==> config.mk <==
export PLATFORM = sky130hd
export DESIGN_NAME = arbitro_mux2x1
export DESIGN_NICKNAME = d
export VERILOG_FILES = /design/src/rtl/arbitro_mux2x1.sv
export SDC_FILE = /design/constraint.sdc
export NUM_CORES = 1
export LEC_CHECK = 0
export CAP_MARGIN = 10
export CORE_UTILIZATION = 35
export DETAILED_ROUTE_END_ITERATION = 12
export PLACE_DENSITY = 0.57
export SYNTH_ARGS = -nofsm -noshare
export SYNTH_HDL_FRONTEND = slang
export SYNTH_SLANG_ARGS = --single-unit
==> constraint.sdc <==
create_clock -name clock -period 3.3 [get_ports clock]
set_clock_uncertainty 0.2 [all_clocks]
set_input_delay 0.33 -clock clock [delete_from_list [all_inputs] [get_ports clock]]
set_output_delay 0.33 -clock clock [all_outputs]
set_load 0.05 [all_outputs]
==> src/rtl/arbitro_mux2x1.sv <==
// Two-requester round-robin arbiter for a shared 2:1 mux path.
// Registered grants, a mandatory dead cycle between owners, and a hold timeout.
module arbitro_mux2x1 #(
    parameter int TIMEOUT_CICLOS = 1000,
    parameter int LARGURA_CONT   = 10
) (
    input  logic clock,
    input  logic reset,
    input  logic req0,
    input  logic req1,
    input  logic done0,
    input  logic done1,
    output logic sel,
    output logic gnt0,
    output logic gnt1,
    output logic ocupado,
    output logic timeout
);

    typedef enum logic [1:0] {
        LIVRE    = 2'd0,
        CONCEDE0 = 2'd1,
        CONCEDE1 = 2'd2,
        PAUSA    = 2'd3
    } estado_t;

    localparam bit TIMEOUT_ATIVO = (TIMEOUT_CICLOS > 0);
    localparam logic [LARGURA_CONT-1:0] LIMITE =
        TIMEOUT_ATIVO ? LARGURA_CONT'(TIMEOUT_CICLOS - 1) : '0;

    estado_t                 estado;
    logic                    ultimo;
    logic [LARGURA_CONT-1:0] cont;

    logic vencedor;
    logic req_dono;
    logic req_outro;
    logic done_dono;
    logic estouro;
    logic liberar;

    // Inputs seen from the point of view of whoever currently owns the path.
    // NOTE: every signal gets a value on every path through always_comb, otherwise a latch is inferred.
    always_comb begin
        vencedor  = (req0 && req1) ? ~ultimo : req1;
        req_dono  = (estado == CONCEDE1) ? req1  : req0;
        req_outro = (estado == CONCEDE1) ? req0  : req1;
        done_dono = (estado == CONCEDE1) ? done1 : done0;
        estouro   = TIMEOUT_ATIVO && req_outro && (cont >= LIMITE);
        liberar   = !req_dono || done_dono || estouro;
    end

    // NOTE: registered state uses non-blocking assignments so every flop samples pre-edge values.
    always_ff @(posedge clock) begin
        if (reset) begin
            estado  <= LIVRE;
            sel     <= 1'b0;
            gnt0    <= 1'b0;
            gnt1    <= 1'b0;
            ocupado <= 1'b0;
            timeout <= 1'b0;
            ultimo  <= 1'b1;
            cont    <= '0;
        end else begin
            timeout <= 1'b0;
            case (estado)
                LIVRE: begin
                    if (req0 || req1) begin
                        estado  <= vencedor ? CONCEDE1 : CONCEDE0;
                        sel     <= vencedor;
                        gnt0    <= ~vencedor;
                        gnt1    <= vencedor;
                        ocupado <= 1'b1;
                        ultimo  <= vencedor;
                        cont    <= '0;
                    end
                end
                CONCEDE0, CONCEDE1: begin
                    if (liberar) begin
                        estado  <= PAUSA;
                        gnt0    <= 1'b0;
                        gnt1    <= 1'b0;
                        ocupado <= 1'b0;
                        // A forced revoke that coincides with a normal release is not reported.
                        timeout <= estouro && req_dono && !done_dono;
                    end else if (req_outro) begin
                        if (cont != '1) begin
                            cont <= cont + 1'b1;
                        end
                    end else begin
                        cont <= '0;
                    end
                end
                PAUSA: begin
                    estado <= LIVRE;
                end
                default: begin
                    estado <= LIVRE;
                end
            endcase
        end
    end

    a_exclusivo: assert property (@(posedge clock) disable iff (reset) !(gnt0 && gnt1));
    a_ocupado:   assert property (@(posedge clock) disable iff (reset) ocupado == (gnt0 || gnt1));
    a_sel:       assert property (@(posedge clock) disable iff (reset) (gnt0 || gnt1) |-> (sel == gnt1));

endmodule

==> results of run 1 <==
[power by group through the flow]
stage / clock [W] / combinational [W] / sequential, W
6_report: 0.000141 / 0.000424 / 0.000265
3_3_place_gp: 0 / 0.000412 / 0.000268
2_1_floorplan: 0 / 0.000251 / 0.000320
4_1_cts: 0.000144 / 0.000424 / 0.000265
5_1_grt: 0.000155 / 0.000463 / 0.000269
3_5_place_dp: 0 / 0.000422 / 0.000271
[cells in the final DEF, fill, tap and decap left out, types with 2 or more instances in the layout]
cell type        count
dfxtp_1             18
clkdlybuf4s50_1     10
o21ai_0              8
nor2_1               7
nand2_1              7
nand2b_1             6
a31oi_1              6
inv_1                5
nand3_1              4
mux2i_1              4
nand3b_1             4
nand4_1              4
nand4b_1             3
nor2b_1              3
o211ai_1             3
o32ai_1              3
ha_1                 3
clkbuf_4             3
buf_4                3
and4_1               2
a211o_1              2
and3_1               2
or3_1                2
a211oi_1             2
a311oi_1             2
a21oi_1              2
[cell families (layout without fill, tap and decap cells)]
logic type / count (synthesis) / count (layout) / share of synthesized area [%]
simple gates: 50 / 50 / 29.0
compound gates: 35 / 35 / 24.0
flops: 18 / 18 / 33.5
buf+inv: 14 / 22 / 5.24
mux: 5 / 5 / 4.77
fa+ha+maj: 3 / 3 / 3.49
[state kept, by name, summed over array words and instances (netlist names)]
register / cells
cont: 10
estado: 2
gnt0: 1
gnt1: 1
ocupado: 1
sel: 1
timeout: 1
ultimo: 1
[worst paths after layout]
| kind | startpoint | end | cells after the start |
|---|---|---|---|
| worst max-delay path | estado[0] | cont[8] | 6 |
| worst min-delay path | gnt1 | gnt1 | 2 |
| worst max register to register | estado[0] | cont[8] | 6 |
| worst min register to register | gnt1 | gnt1 | 2 |
[stage by stage]
stage	setup WS [ns]	total power, W	hold slack, ns	instances	area [µm²]
after detailed placement	0.529	0.000693	0.266	160	1200
final	0.782	0.000830	0.278	164	1230
after global routing	0.699	0.000887	0.323	164	1230
after global placement	0.588	0.000681	0.264	160	1200
after floorplan	0.944	0.000572	0.249	125	1070
after CTS	0.774	0.000833	0.284	164	1230
[routing by layer]
metal	track usage, %	share of wire [%]	up-vias
met5	0	0	-
met3	4.08	3.1	5
met2	29.9	49	16
li1	-	-	499
met1	21.7	46	485
met4	3.48	1.9	0
[cell type report]
cell class	count	area, µm²
multi-input cells	93	658
flip-flops and latches	18	360
clock buffers	4	36.3
fillers	283	1590
inverters	5	18.8
well taps	31	38.8
repair buffers	13	123
[critical path, stage by stage, from the launching register on]
cell	delay (ns)
dfxtp_1	0.35
inv_1	0.06
ha_1	0.26
or3b_1	0.43
a311o_1	0.37
or4b_1	0.52
o311ai_2	0.23
==> flow_summary.json, run 1 <==
{
  "status": "complete, but fails checks",
  "violations": "DRC",
  "synth_warnings": 0,
  "hpwl_um": 1830,
  "rows": 19,
  "finalHoldViolCount": 0,
  "yosys-top-cells-area": "dfxtp_1, mux2i_1, o21ai_0",
  "slew_headroom_pct": 44.2,
  "reg2reg_slack_ns": 0.78,
  "required_ns": 3.31,
  "combPwrFrac_pct": 51.1,
  "postSynthCellCount": 125,
  "initial_core_util_pct": 38.0,
  "grt_first_pass_wirelength_um": 4400,
  "path_class": "reg2reg",
  "synth_top_area_share_pct": 33.5,
  "io_buffer_count": 10,
  "final_util_pct": 43.7,
  "cts.sinks": 18,
  "grt_max_degree": 14,
  "ys_seq_elements": 18,
  "first_pass_iters": 8,
  "clk_pin_slew_ns": 0.11,
  "worstSetupStartpointType": "register",
  "netlist_top_cells_count": "dfxtp_1, clkbuf_1, o21ai_0",
  "core-area_mm2": 0.00283,
  "ctsResizeCount": 0,
  "clk_latency_ns": 0.30,
  "synth_nets": 134,
  "period_minus_slack_ns": 2.52,
  "cts_tree": "yes",
  "syn_area_per_cell_um2": 8.60,
  "syn_area_mm2": 0.00107,
  "p_sw_share_pct": 42.1,
  "die_h_um": 57.4,
  "synth_cell_types": 39,
  "setup_viol": 0,
  "ctsRootBufferMaster": "clkbuf_4",
  "track_usage_pct": 17.2,
  "drcViolationCount": 2,
  "synth_top_flop_cell": "dfxtp_1",
  "layout-area-overhead-vs-synth_pct": 14.9,
  "arrival_ns": 2.53,
  "synth-edff-count": 0,
  "yosysTopAreaCell": "dfxtp_1",
  "path_max_fanout": 4,
  "vias_per_cell": 6.13,
  "grt_overflow": 0,
  "nNetsFinal": 143,
  "power_switching_w": 0.000350,
  "finalSetupTns_ns": 0,
  "vias": 1005,
  "grt_setup_unrepaired": "no",
  "min_path_type": "reg2reg",
  "p_clk_share_pct": 17.0,
  "cts_buffers": 3,
  "finalCritPeriodShare_pct": 76.3,
  "routedWlPerCell_um": 15.7,
  "end_kind": "register",
  "drv_slew": 0,
  "die-area_mm2": 0.00330,
  "htree_levels": 1,
  "die_width_um": 57.4,
  "initialDrtViolationCount": 36,
  "p_int_w": 0.000480,
  "io_pins": 11,
  "post-cts-setup-buffer-count": 0,
  "yosysMostFrequentCell": "dfxtp_1",
  "antenna_found_initial": 0,
  "async_flop_share_pct": 0,
  "synth_seq_area_share_pct": 33.5,
  "grt_pass1_vias": 973,
  "drive_above_1_share_pct": 7.52,
  "diodes": 0,
  "drv_cap": 0,
  "clockBufferDepth": 2,
  "ant_nets": 0,
  "max_freq_ghz": 0.397,
  "p_seq_share_pct": 31.9,
  "p_per_area_mw_per_mm2": 672,
  "routabilityCongestion": 0.828,
  "hold_buffers": 0,
  "max-vdd-ir-drop_mv": 0.220,
  "p_leak_nw": 0.403,
  "wirelength_um": 2580,
  "worst_slew_pin_slew_ns": 0.835
}
No activity file was read; power rests on OpenSTA's default activity.
==> run 2, diff against run 1 <==
--- a/config.mk
+++ b/config.mk
@@ -8,7 +8,7 @@
 export CAP_MARGIN = 10
 export CORE_UTILIZATION = 35
 export DETAILED_ROUTE_END_ITERATION = 12
-export PLACE_DENSITY = 0.57
+export PLACE_DENSITY = 0.59
 export SYNTH_ARGS = -nofsm -noshare
 export SYNTH_HDL_FRONTEND = slang
 export SYNTH_SLANG_ARGS = --single-unit
==> constraint.sdc (replaced) <==
create_clock -name clock -period 2.1 [get_ports clock]
set_clock_uncertainty 0.2 [all_clocks]
set_input_delay 0.21 -clock clock [delete_from_list [all_inputs] [get_ports clock]]
set_output_delay 0.21 -clock clock [all_outputs]
set_load 0.05 [all_outputs]
==> run 2 against run 1 <==
  * The run ends with DRC, setup timing left
  * Count of clock-buffer cells in the layout is the same
  * Hold slack improved by 0.0097 ns
  * Wire length up 4.5%
  * Combinational power is 97% higher
  * Sequential power increased by 60%
  * Fmax grew 12%
  * Register-to-register slack lost 0.93 ns
  * Utilization grew 4.9 points
  * Global-route usage is 0.30 points lower
  * Sequential cell count unchanged
  * Design area grew 11%
  * Critical path type unchanged
  * Largest power group unchanged
==> flow_summary.json, run 2 (same netlist as run 1, synthesis figures left out) <==
{
  "status": "complete, but fails checks",
  "violations": "DRC, setup timing",
  "initial_core_util_pct": 38.0,
  "routabilityCongestion": 0.801,
  "finalSetupTns_ns": -0.146,
  "grt_max_degree": 23,
  "post-cts-setup-buffer-count": 0,
  "path_class": "reg2reg",
  "setup_viol": 1,
  "gr-usage-met3_pct": 2.72,
  "cp_top_family": "simple AND/OR/NAND/NOR gates",
  "rr_worst_depth": 6,
  "arrival_ns": 2.27,
  "min_path_type": "reg2reg",
  "clk_pin_slew_ns": 0.13,
  "hp-start": "ocupado",
  "r2r_start": "estado[0]",
  "hpwl_um": 1880,
  "use_met2_pct": 30.1,
  "nNetsFinal": 157,
  "final_util_pct": 48.5,
  "slew_headroom_pct": 66.7,
  "finalPower_w": 0.00150,
  "holdWs_ns": 0.288,
  "ctsRootBufferMaster": "clkbuf_4",
  "finalCritPeriodShare_pct": 107,
  "cp_num_buf_inv": 1,
  "slowest_delay_ns": 0.49,
  "end_kind": "register",
  "clockBufferDepth": 2,
  "grt_setup_unrepaired": "yes",
  "required_ns": 2.12,
  "largest_reg_flops": 10,
  "layout_common_cells": "buf_4, dfxtp_1, clkdlybuf4s50_1, o21ai_0",
  "final.setup.worst_slack_ns": -0.146,
  "stdcell_count": 178,
  "antenna_found_initial": 0,
  "grt.busiest_layer": "met2",
  "diodes": 0,
  "r2r_end": "cont[8]",
  "reg2reg_slack_ns": -0.15,
  "drive_above_1_share_pct": 21.8,
  "grt_pass1_vias": 1027,
  "path_cells": "inv_2 > ha_4 > or3b_4 > a311o_1 > or4b_4 > o311ai_2",
  "routedWlPerCell_um": 15.2,
  "rows": 19,
  "worstSetupStartpointType": "register",
  "drv_slew": 0,
  "finalHoldViolCount": 0,
  "path_max_fanout": 2,
  "io_pins": 11,
  "p_per_area_mw_per_mm2": 1090,
  "use_met1_pct": 21.7,
  "cts_buffers": 3,
  "top_regs": "cont: 10 flops, estado: 2 flops",
  "drv_cap": 0,
  "max-vdd-ir-drop_mv": 0.386,
  "worst_slew_pin_slew_ns": 0.498,
  "layout_commonest_cell": "buf_4",
  "layout-area-overhead-vs-synth_pct": 27.7,
  "p_leak_nw": 0.477,
  "die-area_mm2": 0.00330,
  "ant_nets": 0,
  "period_minus_slack_ns": 2.25,
  "regMostFlops": "cont",
  "cts.sinks": 18,
  "die_h_um": 57.4,
  "holdPathStages": 2,
  "wirelength_um": 2700,
  "cts_tree": "yes",
  "drcViolationCount": 2,
  "io_buffer_count": 10,
  "htree_levels": 1,
  "track_usage_pct": 16.9,
  "first_pass_iters": 8,
  "die_width_um": 57.4,
  "core-area_mm2": 0.00283,
  "place_inst": 174,
  "initialDrtViolationCount": 43,
  "slowest_stage": "or4b_4",
  "grt_first_pass_wirelength_um": 4420,
  "clk_latency_ns": 0.31,
  "vias_per_cell": 6.08,
  "grt_overflow": 0,
  "vias": 1082,
  "whs_endpoint": "ocupado",
  "max_freq_ghz": 0.445
}
run 2: cell types whose count changed in the layout (fill, tap and decap cells not counted), sizes merged:
cell	before	now
buf	3	17
run 2: layout make-up:
class	instances	area, µm²
clock buffer	4	36.3
fill	281	1460
inverter	5	18.8
multi-input combinational	93	688
sequential	18	363
tap	31	38.8
timing repair buffer	27	228
run 2: metrics by stage:
step	worst slack [ns]	instance area, µm²
2_1_floorplan	-0.0652	1100
3_3_place_gp	-0.283	1320
3_5_place_dp	-0.339	1320
4_1_cts	-0.151	1360
5_1_grt	-0.173	1370
6_report	-0.146	1370
run 2: how the worst max path moves through the flow:
| stage | startpoint | to | slack, ns | cells after the start |
|---|---|---|---|---|
| floorplan | estado[0] | cont[8] | -0.07 | 6 |
| global placement | req0 | cont[8] | -0.28 | 5 |
| detailed placement | req0 | cont[8] | -0.34 | 5 |
| CTS | estado[0] | cont[8] | -0.15 | 6 |
| global route | estado[0] | cont[8] | -0.17 | 6 |
| finish | estado[0] | cont[8] | -0.15 | 6 |
run 2: layer usage:
metal,routed length (µm),part of all wire [%],vias up
met5,0,0,-
met4,19,0.70,0
met3,85,3.1,2
met2,1310,48,19
met1,1290,48,537
li1,-,-,524
run 2: what timing repair did:
item,in CTS,in global routing
endpoints found under the setup margin,1,4
hold endpoints to repair,0,0
hold buffers,0,0
pin swaps,0,1
resized for setup,1,3
run 2: power breakdown:
part	switching (W)	internal (W)
logic	0.000443	0.000391
clock network	0.000133	0.000106
registers	0.0000315	0.000394
run 2: worst register-to-register path, cell delays in order, from the launching register on:
cell and delay (ns):
dfxtp_2 0.36, inv_2 0.05, ha_4 0.15, or3b_4 0.37, a311o_1 0.33, or4b_4 0.49, o311ai_2 0.22
